<file path="src/rtl/codec_pkg.sv">
// Shared definitions for the codec-side audio blocks: default sample width
// and the receiver FSM state encoding.
package codec_pkg;

  localparam int CODEC_DATA_WIDTH = 24;

  typedef enum logic [1:0] {
    ST_SYNC  = 2'd0,
    ST_SHIFT = 2'd1,
    ST_WAIT  = 2'd2
  } rx_state_t;

endpackage

</file>
<file path="src/rtl/i2s_receiver_if.sv">
// Bundle of the I2S codec pins and the sample output bus of i2s_receiver.
// The receiver uses the slave view; codec model plus sample consumer use master.
interface i2s_receiver_if
  import codec_pkg::*;
#(
  parameter int DATA_WIDTH = CODEC_DATA_WIDTH
);
  logic                  i_bclk;
  logic                  i_lrclk;
  logic                  i_sdata;
  logic                  o_audio_valid;
  logic [DATA_WIDTH-1:0] o_audio_data;
  logic                  o_frame_error;

  modport slave (
    input  i_bclk, i_lrclk, i_sdata,
    output o_audio_valid, o_audio_data, o_frame_error
  );

  modport master (
    output i_bclk, i_lrclk, i_sdata,
    input  o_audio_valid, o_audio_data, o_frame_error
  );
endinterface

</file>
<file path="src/rtl/sync_2ff.sv">
// Two-flop synchronizer for one asynchronous single-bit input.
module sync_2ff (
  input  logic clk,
  input  logic reset,
  input  logic d_i,
  output logic q_o
);
  logic meta_q;
  logic sync_q;

  always_ff @(posedge clk or posedge reset) begin
    if (reset) begin
      meta_q <= 1'b0;
      sync_q <= 1'b0;
    end else begin
      meta_q <= d_i;
      sync_q <= meta_q;
    end
  end

  assign q_o = sync_q;
endmodule

</file>
<file path="src/rtl/i2s_receiver.sv">
// I2S slave receiver: oversamples BCLK/LRCLK/SDATA on clk, deserializes one
// DATA_WIDTH-bit word per slot and forwards the word of the selected channel.
module i2s_receiver
  import codec_pkg::*;
#(
  parameter int DATA_WIDTH = CODEC_DATA_WIDTH,
  parameter bit CHANNEL    = 1'b0
) (
  input  logic          clk,
  input  logic          reset,
  i2s_receiver_if.slave bus
);
  localparam int CW = $clog2(DATA_WIDTH + 1);

  logic bclk_s, lr_s, sd_s;

  sync_2ff u_sync_bclk (.clk(clk), .reset(reset), .d_i(bus.i_bclk),  .q_o(bclk_s));
  sync_2ff u_sync_lr   (.clk(clk), .reset(reset), .d_i(bus.i_lrclk), .q_o(lr_s));
  sync_2ff u_sync_sd   (.clk(clk), .reset(reset), .d_i(bus.i_sdata), .q_o(sd_s));

  rx_state_t             state_q, state_d;
  logic                  bclk_prev_q;
  logic                  lr_prev_q;
  logic                  chan_q;
  logic [CW-1:0]         cnt_q;
  logic [DATA_WIDTH-1:0] shreg_q;
  logic [DATA_WIDTH-1:0] data_q;
  logic                  valid_q, valid_d;
  logic                  ferr_q, ferr_d;

  logic                  bit_evt;
  logic                  slot_start;
  logic                  shift_evt;
  logic                  last_bit;
  logic [DATA_WIDTH-1:0] shift_next;

  assign bit_evt    = bclk_s & ~bclk_prev_q;
  assign slot_start = bit_evt & (lr_s != lr_prev_q);
  assign shift_evt  = bit_evt & ~slot_start;
  assign last_bit   = (cnt_q == CW'(DATA_WIDTH - 1));
  assign shift_next = {shreg_q[DATA_WIDTH-2:0], sd_s};

  always_ff @(posedge clk or posedge reset) begin
    if (reset) state_q <= ST_SYNC;
    else       state_q <= state_d;
  end

  always_comb begin
    state_d = state_q;
    case (state_q)
      ST_SYNC:  if (slot_start) state_d = ST_SHIFT;
      ST_SHIFT: if (shift_evt && last_bit) state_d = ST_WAIT;
      ST_WAIT:  if (slot_start) state_d = ST_SHIFT;
      default:  state_d = ST_SYNC;
    endcase
  end

  // A slot start inside SHIFT always precedes the last bit, so valid and error are exclusive.
  always_comb begin
    valid_d = (state_q == ST_SHIFT) && shift_evt && last_bit && (chan_q == CHANNEL);
    ferr_d  = (state_q == ST_SHIFT) && slot_start;
  end

  always_ff @(posedge clk or posedge reset) begin
    if (reset) begin
      bclk_prev_q <= 1'b0;
      lr_prev_q   <= 1'b0;
      chan_q      <= 1'b0;
      cnt_q       <= '0;
      shreg_q     <= '0;
      data_q      <= '0;
      valid_q     <= 1'b0;
      ferr_q      <= 1'b0;
    end else begin
      bclk_prev_q <= bclk_s;
      valid_q     <= valid_d;
      ferr_q      <= ferr_d;
      if (bit_evt) lr_prev_q <= lr_s;
      if (slot_start) begin
        // The delay bit of the new slot is discarded; any partial word is dropped.
        cnt_q   <= '0;
        shreg_q <= '0;
        chan_q  <= lr_s;
      end else if (shift_evt && (state_q == ST_SHIFT)) begin
        cnt_q   <= cnt_q + CW'(1);
        shreg_q <= shift_next;
      end
      if (valid_d) data_q <= shift_next;
    end
  end

  assign bus.o_audio_valid = valid_q;
  assign bus.o_audio_data  = data_q;
  assign bus.o_frame_error = ferr_q;
endmodule

</file>
<file path="src/flat_wrapper.sv">
// flat-port wrapper written by rule: the top's interface ports become plain ports
module i2s_receiver_flat import codec_pkg::*;
#(
  parameter int DATA_WIDTH = CODEC_DATA_WIDTH,
  parameter bit CHANNEL    = 1'b0
)
  (clk, reset, bus_i_bclk, bus_i_lrclk, bus_i_sdata, bus_o_audio_valid, bus_o_audio_data, bus_o_frame_error);
  i2s_receiver_if #(.DATA_WIDTH(DATA_WIDTH)) bus_i ();
  input  logic clk;
  input  logic reset;
  input wire logic [$bits(bus_i.i_bclk)-1:0] bus_i_bclk;
  input wire logic [$bits(bus_i.i_lrclk)-1:0] bus_i_lrclk;
  input wire logic [$bits(bus_i.i_sdata)-1:0] bus_i_sdata;
  output wire logic [$bits(bus_i.o_audio_valid)-1:0] bus_o_audio_valid;
  output wire logic [$bits(bus_i.o_audio_data)-1:0] bus_o_audio_data;
  output wire logic [$bits(bus_i.o_frame_error)-1:0] bus_o_frame_error;
  assign bus_i.i_bclk = bus_i_bclk;
  assign bus_i.i_lrclk = bus_i_lrclk;
  assign bus_i.i_sdata = bus_i_sdata;
  assign bus_o_audio_valid = bus_i.o_audio_valid;
  assign bus_o_audio_data = bus_i.o_audio_data;
  assign bus_o_frame_error = bus_i.o_frame_error;
  i2s_receiver #(.DATA_WIDTH(DATA_WIDTH), .CHANNEL(CHANNEL)) u_core (.clk(clk), .reset(reset), .bus(bus_i));
endmodule
</file>
<file path="config.mk">
export PLATFORM = sky130hd
export DESIGN_NAME = i2s_receiver_flat
export DESIGN_NICKNAME = d
export VERILOG_FILES = /design/src/rtl/codec_pkg.sv /design/src/rtl/i2s_receiver_if.sv /design/src/rtl/sync_2ff.sv /design/src/rtl/i2s_receiver.sv /design/src/flat_wrapper.sv
export SDC_FILE = /design/constraint.sdc
export NUM_CORES = 1
export LEC_CHECK = 0
export BUFFER_PORTS_ARGS = -buffer_cell sky130_fd_sc_hd__buf_2
export CORE_UTILIZATION = 51
export CTS_CLUSTER_SIZE = 40
export DETAILED_ROUTE_END_ITERATION = 10
export PLACE_DENSITY = 0.71
export SETUP_SLACK_MARGIN = 0.05
export SYNTH_ARGS = -nofsm -noshare
export SYNTH_HDL_FRONTEND = slang
export SYNTH_SLANG_ARGS = --single-unit
export TNS_END_PERCENT = 50
</file>
<file path="constraint.sdc">
create_clock -name clk -period 6.1 [get_ports clk]
set_clock_uncertainty 0.1 [all_clocks]
set_input_delay 1.22 -clock clk [delete_from_list [all_inputs] [get_ports clk]]
set_output_delay 1.22 -clock clk [all_outputs]
set_load 0.05 [all_outputs]
</file>
==> results.md, run 1 <==
- Run status: finished, final reports clean
- Synth warn: 0
- Clock latency on the worst-skew pair: 0.34 ns
- Syn nets: 172
- Gp weighted congestion: 0.873
- Mean Syn Cell Area: 15.3 µm²
- 1st-iter DRT viols: 103
- Dpl hpwl: 2590 µm
- Core Region: 0.00475 mm²
- Initial Util: 0.534
- Cell variety after synth: 30
- Final Util: 0.617
- H-tree Lvls: 3
- Clock share of power: 0.403
- Pint: 0.000665 W
- Worst setup EP type: primary output
- Arr. time, crit path: 0.98 ns
- TritonCTS Sinks: 65
- Slew Limit Fails: 0
- Syn Inst Count: 166
- Tmin final: 2.30 ns
- DRC errors left: 0
- First-pass GRT wire length: 7470 µm
- Row count: 25
- Max rail drop VDD: 132 µV
- PnR worst setup slack: 3.80 ns
- Initial DRT Pass Iterations: 4
- Crit path required time: 4.78 ns
- Die width: 72.5 µm
- Sequential fraction of the synthesis area: 0.641
- Total Routed Length: 4300 µm
- Psw: 0.000217 W
- Clock buffer count from CTS: 9
- Dpl ws: 3.97 ns
- Final setup fails: 0
- Vias: 1486
- Die area: 0.00526 mm²
- CP Max Fanout: 2
- Worst rel slew slack: 0.482
- Gate power share: 0.068
- Fillers: 372
- # diodes: 0
- LEAKAGE: 1.55 nW
- Critical path depth: 1
- Wire per inst: 15.7 µm
- Number of max-cap violations: 0
- Nets@finish: 208
- Reg power frac: 0.529
- Post-CTS sizing: 0
- Cell Chain, Critical Path: buf_2
- Reg2Reg Depth: 3
- Worst hold path cell count: 0
- RSZ-0062 raised after global routing: no
- Pwr Density: 301 mW/mm²
- GRT Total Usage: 0.195
- Clock Path Buffers: 2
- Crit path max-delay family: flip-flops
- Least-Margin Pin Slew: 0.776 ns
- Chip height: 72.5 µm
- Layout area overhead: 15.6%
- Vias in the first global route: 1436
- Sw Ratio: 0.246
- Post-synthesis register bit count: 65
- Congestion Overflow GR: 0
- Crit share post-route: 0.377
- Final ANT Viol Nets: 0
- Peak Freq: 0.435 GHz
- Netlist Area Pre-Place: 0.00254 mm²
- Layout cells sized above 1: 0.367
- I/O Buffers: 30
- Hold Path Class: reg -> reg
- Slowest cell on the critical path: dfrtp_1
- Buf/Inv on CP: 1
- Multi-input gate area: 860 µm²
- Largest net degree at the start of global routing: 66
- Clk Tree Root Cell: clkbuf_8
- Worst-path clk slew: 0.07 ns
- Hold Vio Cnt, Final: 0
- Setup CP Type: reg -> out
- Antenna violations before repair: 0
- Hold-fix buffers, CTS: 0
- # IOs: 31
- TritonCTS clock tree: built
- Startpoint Class: register
- Setup Total Neg Slack: 0 ns
- Max incr delay on CP: 0.37 ns
- DR vias/cell: 5.42
- Register area: 0.00163 mm²
- Post-CTS Setup Repair Bufs: 0
power groups by stage:
| stage | Combinational (W) | Sequential [W] | Clock, W |
|---|---|---|---|
| after floorplan | 0.0000461 | 0.000471 | 0 |
| after global placement | 0.0000575 | 0.000472 | 0 |
| after detailed placement | 0.0000603 | 0.000474 | 0 |
| after CTS | 0.0000606 | 0.000466 | 0.000364 |
| after global routing | 0.0000698 | 0.000469 | 0.000383 |
| final | 0.0000599 | 0.000467 | 0.000355 |
path summary, 6_finish.rpt:
path,start,endpoint,slack (ns)
min reg2reg,u_core.u_sync_lr.meta_q$_DFF_PP0_,u_core.u_sync_lr.q_o$_DFF_PP0_,0.25
max reg2reg,u_core.u_sync_bclk.q_o$_DFF_PP0_,u_core.bus.o_audio_data[17]$_DFFE_PP0P_,3.97
max,u_core.bus.o_audio_data[18]$_DFFE_PP0P_,bus_o_audio_data[18],3.80
max in group asynchronous,reset,u_core.shreg_q[14]$_DFFE_PP0P_,4.40
min,u_core.u_sync_lr.meta_q$_DFF_PP0_,u_core.u_sync_lr.q_o$_DFF_PP0_,0.25
min in group asynchronous,reset,u_core.cnt_q[2]$_DFFE_PP0P_,1.01
cells by family (layout without fill, tap and decap cells):
family	count (synthesis)	count (layout)	share of synthesized area
XOR/XNOR	2	2	0.00986
adder cells (fa/ha/maj)	1	1	0.00493
buffers and inverters	8	49	0.0202
AO/OA/AOI/OAI	39	39	0.115
multiplexers	25	25	0.140
AND/OR/NAND/NOR	26	26	0.0690
flip-flops	65	65	0.641
per-stage QoR:
stage	area [µm²]	hold slack, ns	power, W	instances
after floorplan	2540	0.231	0.000517	166
after global placement	2740	0.234	0.000529	258
after detailed placement	2740	0.237	0.000534	258
after CTS	2930	0.255	0.000890	274
after global routing	2930	0.255	0.000922	274
final	2930	0.252	0.000882	274
per-layer routing:
metal | wire (µm) | vias up | track usage
met5 | 0 | - | 0
met4 | 82 | 0 | 0.105
met3 | 175 | 9 | 0.0667
met2 | 1950 | 38 | 0.266
met1 | 2090 | 750 | 0.275
li1 | - | 689 | -
placed cells by master, fill, tap and decap left out:
master and count:
buf_4 2, clkinv_2 4, o22ai_1 2, o21ai_0 6, nor2_1 3, bufinv_16 1
buf_2 30, nor4bb_1 1, a22o_1 23, mux2i_1 1, or3_1 2, nand4_4 1
or4_1 2, inv_2 1, mux2_4 20, nor2b_1 1, nand3_1 4, clkinvlp_4 1
nand2_1 4, nor3_1 2, and4bb_2 1, and3b_1 1, a21o_1 1, o31ai_1 2
mux2_2 4, xor2_1 1, clkbuf_8 10, nand2b_1 2, dfrtp_1 65, xnor2_2 1
a21oi_1 5, nand4bb_1 1, nand4b_1 1, ha_1 1
cells in the mapped netlist:
master	instances	area share
o31ai_1	2	0.0059
mux2i_1	1	0.0039
mux2_4	20	0.12
or4_1	2	0.0059
nor3_1	2	0.0039
inv_1	1	0.0015
xnor2_2	1	0.0064
nand2_1	4	0.0059
and4bb_2	1	0.0049
o21ai_0	6	0.012
a21o_1	1	0.0030
and3b_1	1	0.0035
nor4bb_1	1	0.0039
mux2_2	4	0.018
nor2b_1	1	0.0025
or3_1	2	0.0049
ha_1	1	0.0049
xor2_1	1	0.0035
a21oi_1	5	0.0099
nand3_1	4	0.0079
nor2_1	3	0.0044
buf_6	2	0.0089
o22ai_1	2	0.0049
nand2b_1	2	0.0049
buf_2	5	0.0099
dfrtp_1	65	0.64
nand4_4	1	0.0084
nand4b_1	1	0.0035
a22o_1	23	0.079
nand4bb_1	1	0.0044
state kept, by name (all words and copies together), names as in the netlist:
| name | count |
|---|---|
| u_core.bclk_prev_q | 1 |
| u_core.bus.o_audio_valid | 1 |
| u_core.u_sync_lr.q_o | 1 |
| u_core.u_sync_sd.meta_q | 1 |
| u_core.lr_prev_q | 1 |
| u_core.state_q | 2 |
| u_core.cnt_q | 5 |
| u_core.u_sync_bclk.q_o | 1 |
| u_core.bus.o_frame_error | 1 |
| u_core.chan_q | 1 |
| u_core.shreg_q | 23 |
| u_core.bus.o_audio_data | 24 |
| u_core.u_sync_sd.q_o | 1 |
| u_core.u_sync_lr.meta_q | 1 |
| u_core.u_sync_bclk.meta_q | 1 |
cell type report:
type                       count  area share
sequential                    65       0.554
multi-input combinational     93       0.293
timing repair buffer          32      0.0563
clock buffer                  10      0.0469
tap                           67      0.0286
clock inverter                 6      0.0196
inverter                       1     0.00128
No activity file was read; power rests on OpenSTA's default activity.
==> run 2: changes to the inputs <==
==> constraint.sdc (replaced) <==
create_clock -name clk -period 2.2 [get_ports clk]
set_clock_uncertainty 0.1 [all_clocks]
set_input_delay 0.44 -clock clk [delete_from_list [all_inputs] [get_ports clk]]
set_output_delay 0.44 -clock clk [all_outputs]
set_load 0.05 [all_outputs]
==> run 2 against run 1 <==
Against the previous run: combinational power increased to 3.0 times the previous value; via count rose by 2.3%; power rose to 2.8 times the previous value; sequential power rose to 2.8 times the previous value; non-clock buffer count grew 2; sequential share of layout area shrank 0.82 points; hold slack got worse by 0.21 ns; register-to-register slack got worse by 3.8 ns; clock power increased to 2.9 times the previous value; first-iteration DRC count fell by 11%; critical endpoint is now u_core.bus.o_audio_data[0]$_DFFE_PP0P_; largest power group unchanged; highest routed layer unchanged.
==> results.md, run 2 (same netlist as run 1, synthesis figures left out) <==
- I/O Buffers: 30 (unchanged)
- Peak Freq: 0.481 GHz
- Vias in the first global route: 1539 (+7.2%)
- First-pass GRT wire length: 7710 µm (+3.1%)
- Chip height: 72.5 µm (unchanged)
- Total chip power: 0.00251 W (+180%)
- Setup Total Neg Slack: 0 ns (unchanged)
- Fillers: 373 (+0.27%)
- Dpl hpwl: 2960 µm (+14%)
- Worst rel slew slack: 0.510 (+0.0276)
- Clock latency on the worst-skew pair: 0.34 ns (about the same)
- Layout cells sized above 1: 0.364 (-0.00351)
- Tmin final: 2.08 ns
- Gp weighted congestion: 0.753 (-14%)
- GRT Total Usage: 0.204 (+0.00963)
- Leading cell type in the layout, fill and taps excluded: dfrtp_1
- Initial DRT Pass Iterations: 4 (unchanged)
- Arr. time, crit path: 2.19 ns (+1.21 ns)
- Core Region: 0.00475 mm² (unchanged)
- Register-to-register setup slack: 0.12 ns (-3.85 ns)
- Sw Ratio: 0.234 (-0.0122)
- Max reg flops: 24 (unchanged)
- Layout area overhead: 17.4%
- H-tree Lvls: 3 (unchanged)
- Number of max-cap violations: 0 (unchanged)
- Hold Vio Cnt, Final: 0 (unchanged)
- Setup CP Type: reg -> reg
- Row count: 25 (unchanged)
- TritonCTS clock tree: built
- Final ANT Viol Nets: 0 (unchanged)
- CP Max Fanout: 24 (+22)
- Wire per inst: 16.5 µm (+5.2%)
- Gate power share: 0.072 (+0.004)
- Die width: 72.5 µm (unchanged)
- Clock Path Buffers: 2 (unchanged)
- Hold Path Class: in -> async
- 1st-iter DRT viols: 92 (-11%)
- Pwr Density: 843 mW/mm² (+180%)
- # diodes: 0 (unchanged)
- Reg power frac: 0.514 (-0.015)
- LEAKAGE: 1.57 nW (+0.94%)
- Worst-path clk slew: 0.07 ns (about the same)
- Reg2Reg Depth: 4 (+1)
- Antenna violations before repair: 0 (unchanged)
- Nets@finish: 210 (+0.96%)
- Pint: 0.00192 W (+190%)
- WHS: 0.0376 ns (-0.214 ns)
- RSZ-0062 raised after global routing: yes
- DRC errors left: 0 (unchanged)
- Congestion Overflow GR: 0 (unchanged)
- Die area: 0.00526 mm² (unchanged)
- Worst setup EP type: register
- Max rail drop VDD: 536 µV (+310%)
- Most frequent cells in the layout: dfrtp_1 (65), buf_2 (30), a22o_1 (23)
- RR Endpoint: u_core.bus.o_audio_data[0]$_DFFE_PP0P_
- Total Routed Length: 4560 µm (+5.9%)
- Crit path required time: 2.31 ns (-2.47 ns)
- Final setup fails: 0 (unchanged)
- Least-Margin Pin Slew: 0.732 ns (-0.0439 ns)
- Slew Limit Fails: 0 (unchanged)
- Largest net degree at the start of global routing: 42 (-36%)
- DR vias/cell: 5.51 (+1.5%)
- Psw: 0.000587 W (+170%)
- Post-CTS sizing: 0 (unchanged)
- Initial Util: 0.534 (unchanged)
- Vias: 1520 (+2.3%)
- Clock share of power: 0.413 (+0.010)
- Run status: finished, final reports clean
- # IOs: 31 (unchanged)
- FF-to-FF Start: u_core.cnt_q[0]$_DFFE_PP0P_
- Startpoint Class: register
- Crit share post-route: 0.945
- Clock buffer count from CTS: 9 (unchanged)
- TritonCTS Sinks: 65 (unchanged)
- Clk Tree Root Cell: clkbuf_8
## run 2: stage by stage
step | instances | util | area (µm²) | setup slack (ns)
6_report | 276 | 0.626 | 2980 | 0.121
5_1_grt | 276 | 0.626 | 2980 | 0.0316
4_1_cts | 276 | 0.626 | 2980 | 0.104
3_5_place_dp | 260 | 0.583 | 2770 | 0.144
3_3_place_gp | 260 | 0.583 | 2770 | 0.196
2_1_floorplan | 166 | - | 2540 | 0.574
## run 2: repair_timing
action                                 4_1_cts  5_1_grt
hold buffers                                 0        0
setup endpoints to repair                    0       24
setup buffers                                0        0
endpoints found under the hold margin        0        0
## run 2: per-layer routing
metal  track usage  vias to the layer above  share of wire
li1              -                      689              -
met2         0.300                       33           0.47
met3         0.100                        6          0.044
met1         0.267                      792           0.47
met4        0.0654                        0          0.013
met5             0                        -              0
## run 2: critical path: stages (launching register included)
cell	delay [ns]
dfrtp_1	0.38
ha_1	0.23
and3b_1	0.25
nand4_4	0.51
mux2_4	0.49
## run 2: worst max path at each step
stage / from / endpoint / slack, ns / depth (start not counted)
finish: u_core.cnt_q[0]$_DFFE_PP0P_ / u_core.bus.o_audio_data[0]$_DFFE_PP0P_ / 0.12 / 4
global placement: u_core.cnt_q[0]$_DFFE_PP0P_ / u_core.bus.o_audio_data[7]$_DFFE_PP0P_ / 0.20 / 4
global route: u_core.cnt_q[0]$_DFFE_PP0P_ / u_core.bus.o_audio_data[18]$_DFFE_PP0P_ / 0.03 / 4
floorplan: u_core.cnt_q[0]$_DFFE_PP0P_ / u_core.bus.o_audio_data[0]$_DFFE_PP0P_ / 0.57 / 5
detailed placement: u_core.cnt_q[0]$_DFFE_PP0P_ / u_core.bus.o_audio_data[5]$_DFFE_PP0P_ / 0.14 / 4
CTS: u_core.cnt_q[0]$_DFFE_PP0P_ / u_core.bus.o_audio_data[0]$_DFFE_PP0P_ / 0.10 / 4
## run 2: power groups by stage
| stage | Sequential, W | Combinational [W] | Clock, W |
|---|---|---|---|
| after floorplan | 0.00131 | 0.000128 | 0 |
| final | 0.00129 | 0.000181 | 0.00104 |
| after detailed placement | 0.00131 | 0.000183 | 0 |
| after CTS | 0.00129 | 0.000182 | 0.00107 |
| after global routing | 0.00130 | 0.000206 | 0.00112 |
| after global placement | 0.00131 | 0.000169 | 0 |
## run 2: layout make-up
cell class	instances	area, µm²	share of cell area
clock buffer	14	173	0.0580
sequential	65	1630	0.546
clock inverter	2	35.0	0.0118
tap	67	83.8	0.0282
inverter	1	7.51	0.00252
multi-input combinational	93	860	0.289
timing repair buffer	34	193	0.0647
